<file path="src/rtl/mod_up_down_counter_if.sv">
// Control/status bundle for mod_up_down_counter; the sat line exists only
// when MOD_UP_DOWN_COUNTER_SAT_EN is defined.
interface mod_up_down_counter_if #(
    parameter int N = 8
);
    logic         en_b;
    logic         cin_b;
    logic         load_b;
    logic         up;
    logic [N-1:0] load_in;
    logic [N-1:0] max_in;
    logic [N-1:0] q;
    logic         rco_b;
    logic         wrap;
`ifdef MOD_UP_DOWN_COUNTER_SAT_EN
    logic         sat;
`endif

    modport master (
        output en_b, cin_b, load_b, up, load_in, max_in,
`ifdef MOD_UP_DOWN_COUNTER_SAT_EN
        output sat,
`endif
        input  q, rco_b, wrap
    );

    modport slave (
        input  en_b, cin_b, load_b, up, load_in, max_in,
`ifdef MOD_UP_DOWN_COUNTER_SAT_EN
        input  sat,
`endif
        output q, rco_b, wrap
    );
endinterface

</file>
<file path="src/rtl/mod_up_down_counter.sv">
// Cascadable modulus up/down counter with load, ripple carry and wrap pulse.
// Optional saturating mode is compiled in with MOD_UP_DOWN_COUNTER_SAT_EN.
module mod_up_down_counter #(
    parameter int N       = 8,
    parameter int RST_VAL = 0
) (
    input  logic                      clk,
    input  logic                      rst_b,
    mod_up_down_counter_if.slave      bus
);

    logic [N-1:0] q_r;
    logic         wrap_r;
    logic [N-1:0] q_next_s;
    logic         wrap_next_s;
    logic [N-1:0] step_val_s;
    logic [N-1:0] wrap_val_s;
    logic         term_s;

    // >= on the up side lets an over-range load terminate immediately
    function automatic logic term_f(input logic [N-1:0] val,
                                    input logic [N-1:0] max_val,
                                    input logic         dir_up);
        return dir_up ? (val >= max_val) : (val == {N{1'b0}});
    endfunction

    assign term_s     = term_f(q_r, bus.max_in, bus.up);
    assign step_val_s = bus.up ? (q_r + {{(N-1){1'b0}}, 1'b1})
                               : (q_r - {{(N-1){1'b0}}, 1'b1});
    assign wrap_val_s = bus.up ? {N{1'b0}} : bus.max_in;

    // Next-state selection in priority order: enable, load, cascade, count
    always_comb begin
        q_next_s    = q_r;
        wrap_next_s = 1'b0;
        if (bus.en_b) begin
            q_next_s = q_r;
        end else if (!bus.load_b) begin
            q_next_s = bus.load_in;
        end else if (bus.cin_b) begin
            q_next_s = q_r;
        end else if (term_s) begin
`ifdef MOD_UP_DOWN_COUNTER_SAT_EN
            if (bus.sat) begin
                q_next_s    = q_r;
                wrap_next_s = 1'b0;
            end else begin
                q_next_s    = wrap_val_s;
                wrap_next_s = 1'b1;
            end
`else
            q_next_s    = wrap_val_s;
            wrap_next_s = 1'b1;
`endif
        end else begin
            q_next_s = step_val_s;
`ifdef MOD_UP_DOWN_COUNTER_SAT_EN
            // saturating: pulse on the count that arrives at the terminal
            wrap_next_s = bus.sat & term_f(step_val_s, bus.max_in, bus.up);
`else
            wrap_next_s = 1'b0;
`endif
        end
    end

    // Counter and wrap-pulse registers
    always_ff @(posedge clk or negedge rst_b) begin
        if (!rst_b) begin
            q_r    <= N'(RST_VAL);
            wrap_r <= 1'b0;
        end else begin
            q_r    <= q_next_s;
            wrap_r <= wrap_next_s;
        end
    end

    assign bus.q     = q_r;
    assign bus.wrap  = wrap_r;
    assign bus.rco_b = ~(term_s & ~bus.en_b & ~bus.cin_b);

endmodule

</file>
<file path="src/flat_wrapper.sv">
// flat-port wrapper written by rule: the top's interface ports become plain ports
module mod_up_down_counter_flat 
#(
    parameter int N       = 8,
    parameter int RST_VAL = 0
)
  (clk, rst_b, bus_en_b, bus_cin_b, bus_load_b, bus_up, bus_load_in, bus_max_in, bus_q, bus_rco_b, bus_wrap);
  mod_up_down_counter_if #(.N(N)) bus_i ();
  input  logic clk;
  input  logic rst_b;
  input wire logic [$bits(bus_i.en_b)-1:0] bus_en_b;
  input wire logic [$bits(bus_i.cin_b)-1:0] bus_cin_b;
  input wire logic [$bits(bus_i.load_b)-1:0] bus_load_b;
  input wire logic [$bits(bus_i.up)-1:0] bus_up;
  input wire logic [$bits(bus_i.load_in)-1:0] bus_load_in;
  input wire logic [$bits(bus_i.max_in)-1:0] bus_max_in;
  output wire logic [$bits(bus_i.q)-1:0] bus_q;
  output wire logic [$bits(bus_i.rco_b)-1:0] bus_rco_b;
  output wire logic [$bits(bus_i.wrap)-1:0] bus_wrap;
  assign bus_i.en_b = bus_en_b;
  assign bus_i.cin_b = bus_cin_b;
  assign bus_i.load_b = bus_load_b;
  assign bus_i.up = bus_up;
  assign bus_i.load_in = bus_load_in;
  assign bus_i.max_in = bus_max_in;
  assign bus_q = bus_i.q;
  assign bus_rco_b = bus_i.rco_b;
  assign bus_wrap = bus_i.wrap;
  mod_up_down_counter #(.N(N), .RST_VAL(RST_VAL)) u_core (.clk(clk), .rst_b(rst_b), .bus(bus_i));
endmodule
</file>
<file path="config.mk">
export PLATFORM = sky130hd
export DESIGN_NAME = mod_up_down_counter_flat
export DESIGN_NICKNAME = d
export VERILOG_FILES = /design/src/rtl/mod_up_down_counter_if.sv /design/src/rtl/mod_up_down_counter.sv /design/src/flat_wrapper.sv
export SDC_FILE = /design/constraint.sdc
export NUM_CORES = 1
export LEC_CHECK = 0
export CORE_UTILIZATION = 30
export CTS_BUF_LIST = sky130_fd_sc_hd__clkbuf_2
export DETAILED_ROUTE_END_ITERATION = 10
export HOLD_SLACK_MARGIN = 0.15
export PLACE_DENSITY = 0.63
export SLEW_MARGIN = 40
export SYNTH_ARGS = -nofsm -noshare
export SYNTH_HDL_FRONTEND = slang
export SYNTH_SLANG_ARGS = --single-unit
</file>
<file path="constraint.sdc">
create_clock -name clk -period 1.97 [get_ports clk]
set_input_delay 0.197 -clock clk [delete_from_list [all_inputs] [get_ports clk]]
set_output_delay 0.197 -clock clk [all_outputs]
set_load 0.02 [all_outputs]
</file>
[Word-level counts from Yosys, hierarchy flattened]
Index checks and enable logic that the tools add are counted.
Word-level totals
  register bits after elaboration: 9
  bits in latches: 0
  bits in writable memories: 0
  memory bits (read-only): 0
  output and inout port bits: 10
  memories: 0
Cells by class
  add/subtract/negate cells: 2
  $mul: 0
  div/mod/pow operators: 0
  magnitude comparators: 1
  eq/ne operators: 1
  shift-type cells: 0
  multiplexer cells: 10
  bitwise gates (word level): 5
  reduce and logical (&&, ||, !) cells: 2
Operator list (count)
  8-bit 2-to-1 mux: 5
  8-bit by 1-bit adder with 8-bit output (second input constant): 1
  8-bit >= comparator: 1
  8-bit logical NOT: 1
  8-bit by 1-bit subtractor with 8-bit output (second input constant): 1
  1-bit 2-to-1 mux: 5
  1-bit NOT: 3
  1-bit bitwise AND: 2
  2-bit inequality test (second input constant): 1
  2-bit AND reduction: 1

[Logic depth before layout (Yosys ltp)]
  depth in word-level cells: 6
  depth in mapped cells: 8
  depth with buffers taken out: 8

[Least setup slack after synthesis]
OpenSTA, ideal clock, no wires.
  path kind: reg2out
  start: register u_core.q_r[0], in the netlist u_core.bus.q[0]
  end: output bus_rco_b
  data arrival time: 1.835 ns
  data required time: 1.773 ns
  path slack: -0.062 ns
  stages on the path, launching flop included: 8
  path buffers: 0
  cells stage by stage: dfrtp_1 inv_1 ha_1 nand2b_1 a31oi_1 o21ai_1 o22ai_4 or3_1
On the way
  cells in the longest elaborated chain, start to end: 5
  elaborated cells on any way between the ends: 6
RTL lines
  start: declaration: RTL line mod_up_down_counter.sv:12  | logic [N-1:0] q_r;
  start signal: assignment: RTL line mod_up_down_counter.sv:69  | q_r <= N'(RST_VAL);
  start signal: assignment: RTL line mod_up_down_counter.sv:72  | q_r <= q_next_s;
  8-bit >= comparator or 8-bit logical NOT (tied branches): RTL line mod_up_down_counter.sv:24  | return dir_up ? (val >= max_val) : (val == {N{1'b0}});
  1-bit 2-to-1 mux (*): RTL line mod_up_down_counter.sv:24
  1-bit bitwise AND (*) (2 in a row): RTL line mod_up_down_counter.sv:79  | assign bus.rco_b = ~(term_s & ~bus.en_b & ~bus.cin_b);
  1-bit NOT (*): RTL line mod_up_down_counter.sv:79
  end: declaration: RTL line flat_wrapper.sv:18  | output wire logic [$bits(bus_i.rco_b)-1:0] bus_rco_b;
Every way passes the cells marked *; elsewhere a longest branch is shown, timed or not.

[Worst setup path in the final report]
  start: register u_core.q_r[2], in the netlist u_core.bus.q[2]
  end: output bus_rco_b
Same word-level chain as after synthesis.

==> reports/results.txt <==
CP endpoint kind: output port
startpoint types: flop
largest net degree at the start of global routing: 11
WL per Instance: 14.85 um
Post-Syn Area: 0.001003 mm2
Setup Crit Path Kind: reg2out
Die Area: 0.003580 mm2
max_cap viols: 0
maximum clock rate: 465.2 MHz
initial DRC count: 21
RePlAce Congestion: 0.8558
Initial Utilization: 0.3234
vias in the first global route: 1283
number of antenna diodes: 0
final setup fails: 8
final cell utilization of the core: 0.5960
Clock transition at path regs: 120 ps
ANT nets after route: 0
layout cell share with drive strength beyond 1: 0.3906
Worst EP required: 1770 ps
Power Density: 731.0 mW/mm2
failing checks: setup timing
DR DRC count: 0
Clock Skew: 12.77 ps
vias per inst: 5.119
commonest cells after routing, fill and taps aside: 32 x buf_4, 25 x clkdlybuf4s50_1, 14 x nor2_1
Arr. time, crit path: 1950 ps
CTS tree: yes
peak supply drop: 0.0003057 V
fin crit period: 2150 ps
Reg area: 226.5 um2
final wirelength: 3504 um
CP Cell Sequence: ha_4 -> a21o_1 -> a31oi_4 -> o21ai_4 -> o22ai_4 -> or3_4 -> buf_6
first-pass GRT wire length: 5623 um
IO Pins: 32
endpoints failing hold: 0
Mapped Nets: 161
Async SR Flop Fraction: 1.000
combinational share of power: 0.716
clock sink count: 9
# rows: 20
die width: 59.84 um
Cell variety after synth: 35
HP Class: in2async
most common cell after layout, fill and taps aside: buf_4
area of the multi-input gates: 890.9 um2
buffers plus inverters on the worst setup path: 1
Slew @ Worst Pin: 482.2 ps
Leak: 0.8182 nW
Seq/Total Area, Yosys: 0.2244
final setup margin: -179.6 ps
Post-synth EDFFs: 0
CP max-delay cell: dfrtp_1
Sw Share: 0.4104
cell taking the most area after synthesis: dfrtp_1
FF-to-FF setup slack: -80 ps
Final Max Slew Viols: 0
Filler Cell Count: 304
relative max-transition margin: 0.6776
crit-path leading delay family: compound AO/OA/AOI/OAI gates
H-tree depth: 1
Synth area leaders: dfrtp_1 22%, ha_1 17%, nor3_1 5.5%
RSZ-0062 raised after global routing: yes
Clk Latency, worst-skew pair: 260 ps
GRT overflow: 0
Std-Cell Core Area: 0.003103 mm2
syn avg cell area: 8.092 um2
Post-layout nets: 230
Yosys Warn Count: 0
IO Port Bufs: 31
CTS Buffer Depth: 2
outcome: finished with violations
internal power: 0.7970 mW
vias after detailed routing: 1208
HPWL after DPL: 2586 um
GRT Total Usage: 0.2140
NetSw: 0.5548 mW
final period utilization: 1.091
TritonCTS buffer count: 3
initial antenna violation count: 0
Die Ht: 59.84 um
Post-Synthesis Cells: 124
Synth Register Bits: 9
crit-path max FO: 2
Area growth syn-to-layout: 84.29%
hold_buf cts: 0
setup_tns: -630.7 ps
drt first pass iters: 4
Seq pwr share: 0.189
clock root buffer: clkbuf_2
post-synth top area share: 0.2244
main flop type after synthesis: dfrtp_1
clock share of power: 0.095
Max stage delay on crit path: 440 ps
[layer usage]
layer	share of wire	vias up	global-route usage	wire [um]
met1	0.44	574	0.2573	1539
met2	0.50	41	0.3841	1766
met4	0.017	0	0.08306	60
met3	0.039	8	0.02597	137
met5	0	-	0	0
li1	-	585	-	-
[final timing paths]
kind / from / end / cells past startpoint
setup / recovery: u_core.bus.q[2] / bus_rco_b / 7
hold / removal: rst_b / u_core.bus.q[2] / 1
setup reg to reg: u_core.bus.q[4] / u_core.bus.q[2] / 9
hold reg to reg: u_core.bus.q[0] / u_core.bus.q[0] / 3
max in group asynchronous: rst_b / u_core.bus.q[0] / 1
min in group clk: bus_max_in[2] / u_core.bus.q[2] / 3
[cell families after synthesis]
| kind of cell | after synthesis | share of synthesized area |
|---|---|---|
| adder cells (fa/ha/maj) | 15 | 0.1945 |
| AO/OA/AOI/OAI | 33 | 0.2481 |
| multiplexers | 2 | 0.01995 |
| flip-flops | 9 | 0.2244 |
| AND/OR/NAND/NOR | 41 | 0.1983 |
| buffers and inverters | 19 | 0.07107 |
| XOR/XNOR | 5 | 0.04364 |
[Yosys cell counts, types with 2 or more instances]
| cell | number |
|---|---|
| clkbuf_1 | 3 |
| a21oi_1 | 8 |
| and2_1 | 2 |
| inv_2 | 2 |
| o21ai_0 | 8 |
| inv_1 | 14 |
| nand2_1 | 4 |
| ha_1 | 14 |
| a221oi_1 | 4 |
| xnor2_1 | 4 |
| or3_1 | 3 |
| dfrtp_1 | 9 |
| nand3_1 | 2 |
| nor3_1 | 11 |
| nor4_1 | 2 |
| mux2i_1 | 2 |
| nor2_1 | 14 |
[timing repair]
action / 4_1_cts / 5_1_grt
setup endpoints to repair: 8 / 10
pin swaps: 16 / 7
setup buffers: 4 / 2
resized for setup: 32 / 13
[through the flow]
stage / power, mW / setup WS [ps] / cell area, um2 / std cells / hold slack [ps]
4_1_cts: 1.284 / -252.6 / 1767 / 234 / 254.3
5_1_grt: 1.440 / -263.8 / 1849 / 236 / 257.7
6_report: 1.352 / -179.6 / 1849 / 236 / 251.6
3_3_place_gp: 0.9954 / -638.1 / 1588 / 226 / 543.3
2_1_floorplan: 0.6629 / 7.342 / 1008 / 124 / -98.59
3_5_place_dp: 1.017 / -666.6 / 1588 / 226 / 553.7
[registers in the layout (all words and copies together), names as in the netlist]
name and count:
u_core.bus.q 8, u_core.bus.wrap 1
[power by group through the flow]
stage          Combinational [mW]  Sequential [mW]  Clock [mW]
2_1_floorplan               0.351            0.312           0
6_report                    0.967            0.256       0.129
3_5_place_dp                0.766            0.251           0
5_1_grt                      1.04            0.260       0.143
4_1_cts                     0.902            0.251       0.131
3_3_place_gp                0.747            0.248           0
[final cells by class]
cell class | count | area share
Clock buffer | 4 | 0.01083
Inverter | 16 | 0.03383
Multi-Input combinational cell | 96 | 0.4817
Sequential cell | 9 | 0.1225
Tap cell | 44 | 0.02977
Timing Repair Buffer | 67 | 0.3214
Power figures use the tool's default switching activity.
